File: config.mk
export PLATFORM = sky130hd
export DESIGN_NAME = seg7_rx_monitor
export DESIGN_NICKNAME = d
export VERILOG_FILES = /design/src/rtl/seg7_rx_monitor.sv
export SDC_FILE = /design/constraint.sdc
export NUM_CORES = 1
export LEC_CHECK = 0
export ABC_CLOCK_PERIOD_IN_PS = 2800
export CELL_PAD_IN_SITES_DETAIL_PLACEMENT = 0
export CELL_PAD_IN_SITES_GLOBAL_PLACEMENT = 1
export CORE_MARGIN = 2
export CORE_UTILIZATION = 45
export DETAILED_ROUTE_END_ITERATION = 6
export DONT_BUFFER_PORTS = 1
export GPL_ROUTABILITY_DRIVEN = 0
export MAX_ROUTING_LAYER = met4
export PLACE_DENSITY_LB_ADDON = 0.1
export SLEW_MARGIN = 5
export SYNTH_ARGS = -nofsm -noshare
export SYNTH_HDL_FRONTEND = slang
export SYNTH_SLANG_ARGS = --single-unit
File: constraint.sdc
create_clock -name clk -period 2.8 [get_ports clk]
set_clock_uncertainty 0.05 [all_clocks]
set_input_delay 0.56 -clock clk [delete_from_list [all_inputs] [get_ports clk]]
set_output_delay 0.56 -clock clk [all_outputs]
set_load 0.1 [all_outputs]
File: src/rtl/seg7_rx_monitor.sv
// Receive-side 7-segment monitor: synchronize, debounce, decode, and check the digit counting sequence.
// Optional macro SEG7_RX_ACTIVE_LOW_EN inverts segments_in for common-anode displays.
module seg7_rx_monitor #(
   parameter int unsigned STABLE_CYCLES = 4,
   parameter int unsigned MAX_DIGIT     = 7,
   parameter int unsigned TIMEOUT       = 12000000
) (
   input  logic       clk,
   input  logic       rst,
   input  logic [6:0] segments_in,
   output logic [3:0] digit_out,
   output logic       digit_valid,
   output logic       decode_err,
   output logic       seq_err,
   output logic       locked,
   output logic       stall,
   output logic [7:0] err_count
);

   localparam int unsigned SEG_W = 7;
   localparam int unsigned DIG_W = 4;
   localparam int unsigned CNT_W = 8;
   localparam int unsigned TMR_W = 24;
   localparam int unsigned ERR_W = 8;

   localparam logic [CNT_W-1:0] STABLE_MAX = CNT_W'(STABLE_CYCLES - 1);
   localparam logic [DIG_W-1:0] DIG_MAX    = DIG_W'(MAX_DIGIT);
   localparam logic [TMR_W-1:0] TMR_MAX    = TMR_W'(TIMEOUT);
   localparam logic [ERR_W-1:0] ERR_MAX    = '1;

   typedef enum logic {ST_UNLOCKED = 1'b0, ST_LOCKED = 1'b1} state_e;

   state_e             state_q, state_d;
   logic [SEG_W-1:0]   seg_raw;
   logic [SEG_W-1:0]   sync1_q, sync2_q, cand_q, cand_d, acc_q, acc_d;
   logic [CNT_W-1:0]   cnt_q, cnt_d;
   logic [DIG_W-1:0]   digit_q, digit_d, exp_q, exp_d;
   logic [TMR_W-1:0]   tmr_q, tmr_d;
   logic [ERR_W-1:0]   err_q, err_d;
   logic               dv_q, dv_d, de_q, de_d, se_q, se_d, lk_q, lk_d, stall_q, stall_d;
   logic               accept;
   logic               legal;
   logic [DIG_W-1:0]   dec_digit;

`ifdef SEG7_RX_ACTIVE_LOW_EN
   assign seg_raw = ~segments_in;
`else
   assign seg_raw = segments_in;
`endif

   // Pattern-to-digit lookup; MSB flags a legal pattern.
   function automatic logic [DIG_W:0] decode(input logic [SEG_W-1:0] p);
      case (p)
         7'h3F:   decode = {1'b1, 4'd0};
         7'h06:   decode = {1'b1, 4'd1};
         7'h5B:   decode = {1'b1, 4'd2};
         7'h4F:   decode = {1'b1, 4'd3};
         7'h66:   decode = {1'b1, 4'd4};
         7'h6D:   decode = {1'b1, 4'd5};
         7'h7D:   decode = {1'b1, 4'd6};
         7'h07:   decode = {1'b1, 4'd7};
         7'h7F:   decode = {1'b1, 4'd8};
         7'h6F:   decode = {1'b1, 4'd9};
         default: decode = {1'b0, 4'd0};
      endcase
   endfunction

   // Digits at or beyond the wrap point restart the sequence at zero.
   function automatic logic [DIG_W-1:0] next_digit(input logic [DIG_W-1:0] d);
      next_digit = (d >= DIG_MAX) ? '0 : DIG_W'(d + DIG_W'(1));
   endfunction

   assign {legal, dec_digit} = decode(cand_q);

   always_comb begin
      cand_d = cand_q;
      cnt_d  = cnt_q;
      acc_d  = acc_q;
      accept = 1'b0;
      if (sync2_q != cand_q) begin
         cand_d = sync2_q;
         cnt_d  = '0;
      end else if (cnt_q != STABLE_MAX) begin
         cnt_d = CNT_W'(cnt_q + CNT_W'(1));
      end
      if ((cnt_q == STABLE_MAX) && (cand_q != acc_q)) begin
         accept = 1'b1;
         acc_d  = cand_q;
      end
   end

   always_ff @(posedge clk or posedge rst) begin
      if (rst) state_q <= ST_UNLOCKED;
      else     state_q <= state_d;
   end

   always_comb begin
      state_d = state_q;
      case (state_q)
         ST_UNLOCKED: if (accept && legal)  state_d = ST_LOCKED;
         ST_LOCKED:   if (accept && !legal) state_d = ST_UNLOCKED;
         default:     state_d = ST_UNLOCKED;
      endcase
   end

   always_comb begin
      digit_d = digit_q;
      exp_d   = exp_q;
      dv_d    = 1'b0;
      de_d    = 1'b0;
      se_d    = 1'b0;
      tmr_d   = tmr_q;
      err_d   = err_q;
      if (accept) begin
         if (legal) begin
            digit_d = dec_digit;
            dv_d    = 1'b1;
            exp_d   = next_digit(dec_digit);
            se_d    = (state_q == ST_LOCKED) && (dec_digit != exp_q);
         end else begin
            de_d    = 1'b1;
         end
      end
      if (accept || (state_q == ST_UNLOCKED)) tmr_d = '0;
      else if (tmr_q != TMR_MAX)              tmr_d = TMR_W'(tmr_q + TMR_W'(1));
      if ((de_d || se_d) && (err_q != ERR_MAX)) err_d = ERR_W'(err_q + ERR_W'(1));
      lk_d    = (state_d == ST_LOCKED);
      stall_d = (state_d == ST_LOCKED) && (tmr_d == TMR_MAX);
   end

   always_ff @(posedge clk or posedge rst) begin
      if (rst) begin
         sync1_q <= '0;
         sync2_q <= '0;
         cand_q  <= '0;
         cnt_q   <= '0;
         acc_q   <= '0;
         digit_q <= '0;
         exp_q   <= '0;
         tmr_q   <= '0;
         err_q   <= '0;
         dv_q    <= 1'b0;
         de_q    <= 1'b0;
         se_q    <= 1'b0;
         lk_q    <= 1'b0;
         stall_q <= 1'b0;
      end else begin
         sync1_q <= seg_raw;
         sync2_q <= sync1_q;
         cand_q  <= cand_d;
         cnt_q   <= cnt_d;
         acc_q   <= acc_d;
         digit_q <= digit_d;
         exp_q   <= exp_d;
         tmr_q   <= tmr_d;
         err_q   <= err_d;
         dv_q    <= dv_d;
         de_q    <= de_d;
         se_q    <= se_d;
         lk_q    <= lk_d;
         stall_q <= stall_d;
      end
   end

   assign digit_out   = digit_q;
   assign digit_valid = dv_q;
   assign decode_err  = de_q;
   assign seq_err     = se_q;
   assign locked      = lk_q;
   assign stall       = stall_q;
   assign err_count   = err_q;

endmodule

; Word-level counts from Yosys, hierarchy flattened
; Cells that the tools add are included.
[word_totals]
register_bits = 81
inputBits = 9
out_inout_bits = 17
wordCells = 65
[classes]
addsub = 4
magnitude_cmp = 1
n_eq_ne = 18
muxes = 16
bitwise_logic = 1
n_reduce_logical = 11
[op_table]
columns = operator, count
row1 = 5-bit one-hot mux with 10 select lines, 1
row2 = 7-bit equality test (second input constant), 7
row3 = 24-bit 2-to-1 mux, 2
row4 = 24-bit by 1-bit adder with 24-bit output (second input constant), 1
row5 = 24-bit equality test (second input constant), 1
row6 = 24-bit inequality test (second input constant), 1
row7 = 8-bit by 1-bit adder with 8-bit output (second input constant), 2
row8 = 8-bit 2-to-1 mux, 2
row9 = 7-bit by 3-bit equality test with 1-bit output (second input constant), 2
row10 = 7-bit inequality test, 2
row11 = 1-bit 2-to-1 mux, 9
row12 = 8-bit by 2-bit equality test with 1-bit output (second input constant), 1
row13 = 8-bit by 2-bit inequality test with 1-bit output (second input constant), 1
row14 = 8-bit inequality test (second input constant), 1
row15 = 7-bit by 6-bit equality test with 1-bit output (second input constant), 1
row16 = 1-bit logical AND, 6
row17 = 4-bit by 1-bit adder with 4-bit output (second input constant), 1
row18 = 4-bit by 3-bit >= comparator with 1-bit output (second input constant), 1
row19 = 4-bit 2-to-1 mux, 1
row20 = 4-bit inequality test, 1
row21 = 1-bit logical OR, 2
row22 = 1-bit one-hot mux with 2 select lines, 1
row23 = 2-bit AND reduction, 1
row24 = 2-bit nonzero test, 1
row25 = other kinds (2), 2

; Logic depth before layout (Yosys ltp)
[logic_depth]
word_depth = 8
ltp_mapped = 9

; Worst setup path before layout
; Ideal clock, no wire load.
[synth_path]
kind = register -> register
start = register cand_q[3]
end = register err_q[1] (netlist: err_count[1])
setup_ns = 0.127
t_arrival_ns = 2.260
required_time_ns = 2.623
slack_ns = 0.364
stages_incl_launch_ff = 8
path_buffers = 1
path_cell_list = dfrtp_1 -> buf_2 -> or4b_1 -> a21oi_2 -> xnor2_1 -> nand2_1 -> o41a_4 -> mux2_4
[synth_via]
elab_chain_len = 8
elab_cells_between_ends = 22
classes_between = eq/ne (12) / mux (6) / reduce/logical (4)
[synth_rtl]
columns = element, line
row1 = "start, declared", 35  ; logic [SEG_W-1:0] sync1_q, sync2_q, cand_q, cand_d, acc_q, acc_d;
row2 = "start signal, assigned", 150  ; cand_q <= cand_d;
row3 = "7-bit equality test, or another cell as far along", 53  ; case (p)
row4 = 5-bit one-hot mux with 10 select lines *, 53
row5 = net dec_digit[0], 43  ; logic [DIG_W-1:0] dec_digit;
row6 = 4-bit inequality test *, 119  ; se_d = (state_q == ST_LOCKED) && (dec_digit != exp_q);
row7 = 1-bit logical AND *, 119
row8 = 1-bit 2-to-1 mux *, 115  ; if (legal) begin
row9 = 1-bit 2-to-1 mux *, 114  ; if (accept) begin
row10 = 1-bit logical OR *, 126  ; if ((de_d || se_d) && (err_q != ERR_MAX)) err_d = ERR_W'(err_q + ERR_W'(1));
row11 = 1-bit logical AND *, 126
row12 = "end signal, assigned", 156  ; err_q <= err_d;
row13 = "end, declared", 39  ; logic [ERR_W-1:0] err_q, err_d;
; The timed path passes the listed nets; every way through them passes the cells marked *.
; A chain may end at the register's enable or synchronous reset.

; Final worst setup path
[layout_path]
start = register cand_q[1]
end = register err_q[1] (netlist: err_count[1])
; The elaborated chain is that of the path after synthesis.

==> impl_metrics.py <==
metrics = {
    "clocking": {
        "cts_sinks": 81,
        "clock-root-buffer": "clkbuf_8",
        "clkTransAtPathRegs_ps": 100,
        "ctsResizeCount": 0,
        "htree_levels": 3,
        "insertion_delay_ps": 360,
        "cts_tree": "yes",
        "cts-buffers-inserted": 9,
        "cts_buffer_depth": 2,
    },
    "yosys": {
        "synthAdderAreaFrac_pct": 1.581,
        "ys_ff_latch": 81,
        "synth_top_area_cell": "dfrtp_1",
        "ys.flop_type": "dfrtp_1",
        "yosysMostFrequentCell": "dfrtp_1",
        "synth_nets": 375,
        "synth_compound_area_share_pct": 6.829,
        "synth_edf_count": 0,
        "synthArstFlopShare_pct": 100.0,
        "synth_area_leaders": "dfrtp_1, xor2_1, xnor2_1, nor2_1, nand3_1",
        "ys_seq_area_share_pct": 51.22,
        "yosys.area_share.simple_pct": 19.51,
        "syn_inst": 361,
        "synth_top_family_by_area": "simple AND/OR/NAND/NOR gates",
        "ys_warn_count": 0,
        "synthTopCellsByCount": "dfrtp_1, nor2_1, xor2_1",
        "syn_area_per_cell_um2": 10.96,
        "post_synth_mux_area_share_pct": 4.205,
        "syn_area_um2": 3958,
        "synth_cell_types": 53,
        "synth_xor_area_share_pct": 12.58,
        "synth_top_cell_area_share_pct": 51.22,
    },
    "floorplan": {
        "rows": 34,
        "dieArea_um2": 9561,
        "fp.dieH_um": 97.78,
        "ios": 26,
        "start_util_pct": 45.83,
        "die_x_um": 97.78,
        "core_um2": 8636,
    },
    "power_and_ir_drop": {
        "p_clk_share_pct": 40.1,
        "p_leak_nw": 1.901,
        "switchingPower_mw": 0.5666,
        "pwr-share-comb_pct": 3.5,
        "internal_power_mw": 1.559,
        "ir_drop_v": 0.0002572,
        "switching_share_pct": 26.66,
        "seqPwrFrac_pct": 56.4,
        "power.density_nw_per_um2": 488.5,
    },
    "placement": {
        "dpl.hpwl_um": 5196,
        "port_buffers": 0,
        "place_inst": 466,
    },
    "worst_setup_path": {
        "critPathRequiredTime_ps": 3000,
        "rrSetupSlack_ps": 300,
        "worst_ep_arrival_time_ps": 2700,
        "critPathCaptureType": "register",
        "crit_type": "reg -> reg",
        "crit_fanout": 11,
        "cp-start-kind": "register",
    },
    "timing": {
        "finalHoldViolCount": 0,
        "post-route-min-period_ps": 2499,
        "rsz0062_at_grt": "false",
        "setup_tns_ps": 0,
        "max_freq_ghz": 0.4002,
        "slew_headroom_pct": 39.75,
        "setup_viol": 0,
        "finalMaxSlewViolations": 0,
        "max_slew.worst_pin.slew_ps": 903.8,
        "period_share_pct": 89.24,
    },
    "global_routing": {
        "grt_use_met3_pct": 3.078,
        "grt.busiest_layer": "met1",
        "grt_first_pass_wirelength_um": 12970,
        "gr-usage-met2_pct": 24.46,
        "use_met1_pct": 25.05,
        "grt-ovfl-total": 0,
        "grt_usage_pct": 17.36,
        "grt_pass1_vias": 2607,
        "grt_max_degree": 67,
        "antenna_found_initial": 0,
    },
    "detailed_routing": {
        "avgRoutedWirePerCell_um": 15.16,
        "drt_wl_total_um": 7320,
        "drtPass1Iterations": 5,
        "via_count": 2548,
        "drt_iter0_drc": 72,
        "ant_nets": 0,
        "drc": 0,
        "via_per_inst": 5.275,
    },
    "layout": {
        "nNetsFinal": 384,
        "final_cells": 483,
        "multiInputGateArea_um2": 1769,
        "register_area_um2": 2027,
        "fillers": 793,
        "diodes": 0,
        "drive_gt1_share_pct": 18.13,
        "area_growth_pct": 9.959,
    },
    "hold_path": {
        "hp-class": "in -> reg",
    },
    "run_status": {
        "status": "finished, final reports clean",
    },
    "flow_run": {
        "maxCapViolations": 0,
    },
}
-- layout make-up --
type | count | share of cell area (%)
clock buffers | 9 | 2.846
clock inverters | 7 | 1.610
inverters | 10 | 0.8913
multi-input cells | 245 | 40.66
flip-flops and latches | 81 | 46.58
well taps | 108 | 3.105
repair buffers | 23 | 4.313
-- flip-flops by register name (all words and copies together) (netlist names) --
signal,cells
tmr_q,24
cnt_q,8
err_count,8
acc_q,7
cand_q,7
sync1_q,7
sync2_q,7
digit_out,4
exp_q,4
decode_err,1
digit_valid,1
locked,1
seq_err,1
stall,1
-- layer usage --
metal | part of all wire (%) | wire length (µm) | up-vias
met1 | 53 | 3850 | 1231
met4 | 1.7 | 127 | 0
met3 | 3.1 | 227 | 11
met5 | 0 | 0 | -
li1 | - | - | 1262
met2 | 43 | 3115 | 44
-- worst paths after layout --
kind / from / to / cells after the start
max reg2reg: cand_q[1] / err_count[1] / 6
min in group asynchronous: rst / sync1_q[4] / 2
min: segments_in[5] / sync1_q[5] / 0
max in group asynchronous: rst / tmr_q[11] / 3
min reg2reg: sync1_q[6] / sync2_q[6] / 0
max: cand_q[1] / err_count[1] / 6
-- placed cells by master, fill, tap and decap left out, drive strengths merged, types with 2 or more instances in the layout --
cell	n
nand2	21
nor4	8
mux2i	5
and2	2
o2111a	2
a211oi	4
a31o	2
xnor2	25
mux2	10
nand3	22
o21ai	5
nand2b	5
nor2	36
a22o	3
clkbuf	9
and3	8
xor2	31
nor3	13
o31ai	2
nand3b	2
inv	14
buf	22
nor4b	3
a21oi	2
clkinv	2
ha	5
nand4	13
dfrtp	81
or4b	2
-- worst max-delay path, cell delays in order (launching register included) --
cell,delay (ps)
dfrtp_1,540
or4b_1,500
a21oi_2,230
xnor2_1,150
nand2_1,100
o41a_4,520
mux2_4,310
-- through the flow --
step	hold WS (ps)	cell area [µm²]	utilization, %	total power [mW]	setup slack [ps]
finish	170.3	4352	50.39	2.126	301.2
global route	141.6	4352	50.39	2.210	153.2
CTS	143.3	4352	50.39	2.157	285.6
detailed placement	291.9	4148	48.03	1.299	305.8
global placement	283.9	4148	48.03	1.298	348.2
floorplan	281.2	3958	-	1.282	109.9
-- kinds of logic (layout without fill, tap and decap cells) --
logic type | Yosys count | after routing
XOR/XNOR | 56 | 56
flip-flops | 81 | 81
buffers and inverters | 35 | 49
multiplexers | 15 | 15
adder cells (fa/ha/maj) | 5 | 5
AND/OR/NAND/NOR | 141 | 141
AO/OA/AOI/OAI | 28 | 28
-- power by group through the flow --
stage	sequential [mW]	combinational, mW	clock [mW]
2_1_floorplan	1.21	0.0689	0
3_3_place_gp	1.22	0.0753	0
3_5_place_dp	1.22	0.0753	0
4_1_cts	1.20	0.0771	0.880
5_1_grt	1.20	0.0837	0.923
6_report	1.20	0.0737	0.852
-- what timing repair did --
item / 4_1_cts / 5_1_grt
hold endpoints to repair: 15 / 0
buffers inserted: 0 / 0
hold buffers: 1 / 0
endpoints found under the setup margin: 0 / 0
No activity file was read; power rests on OpenSTA's default activity.
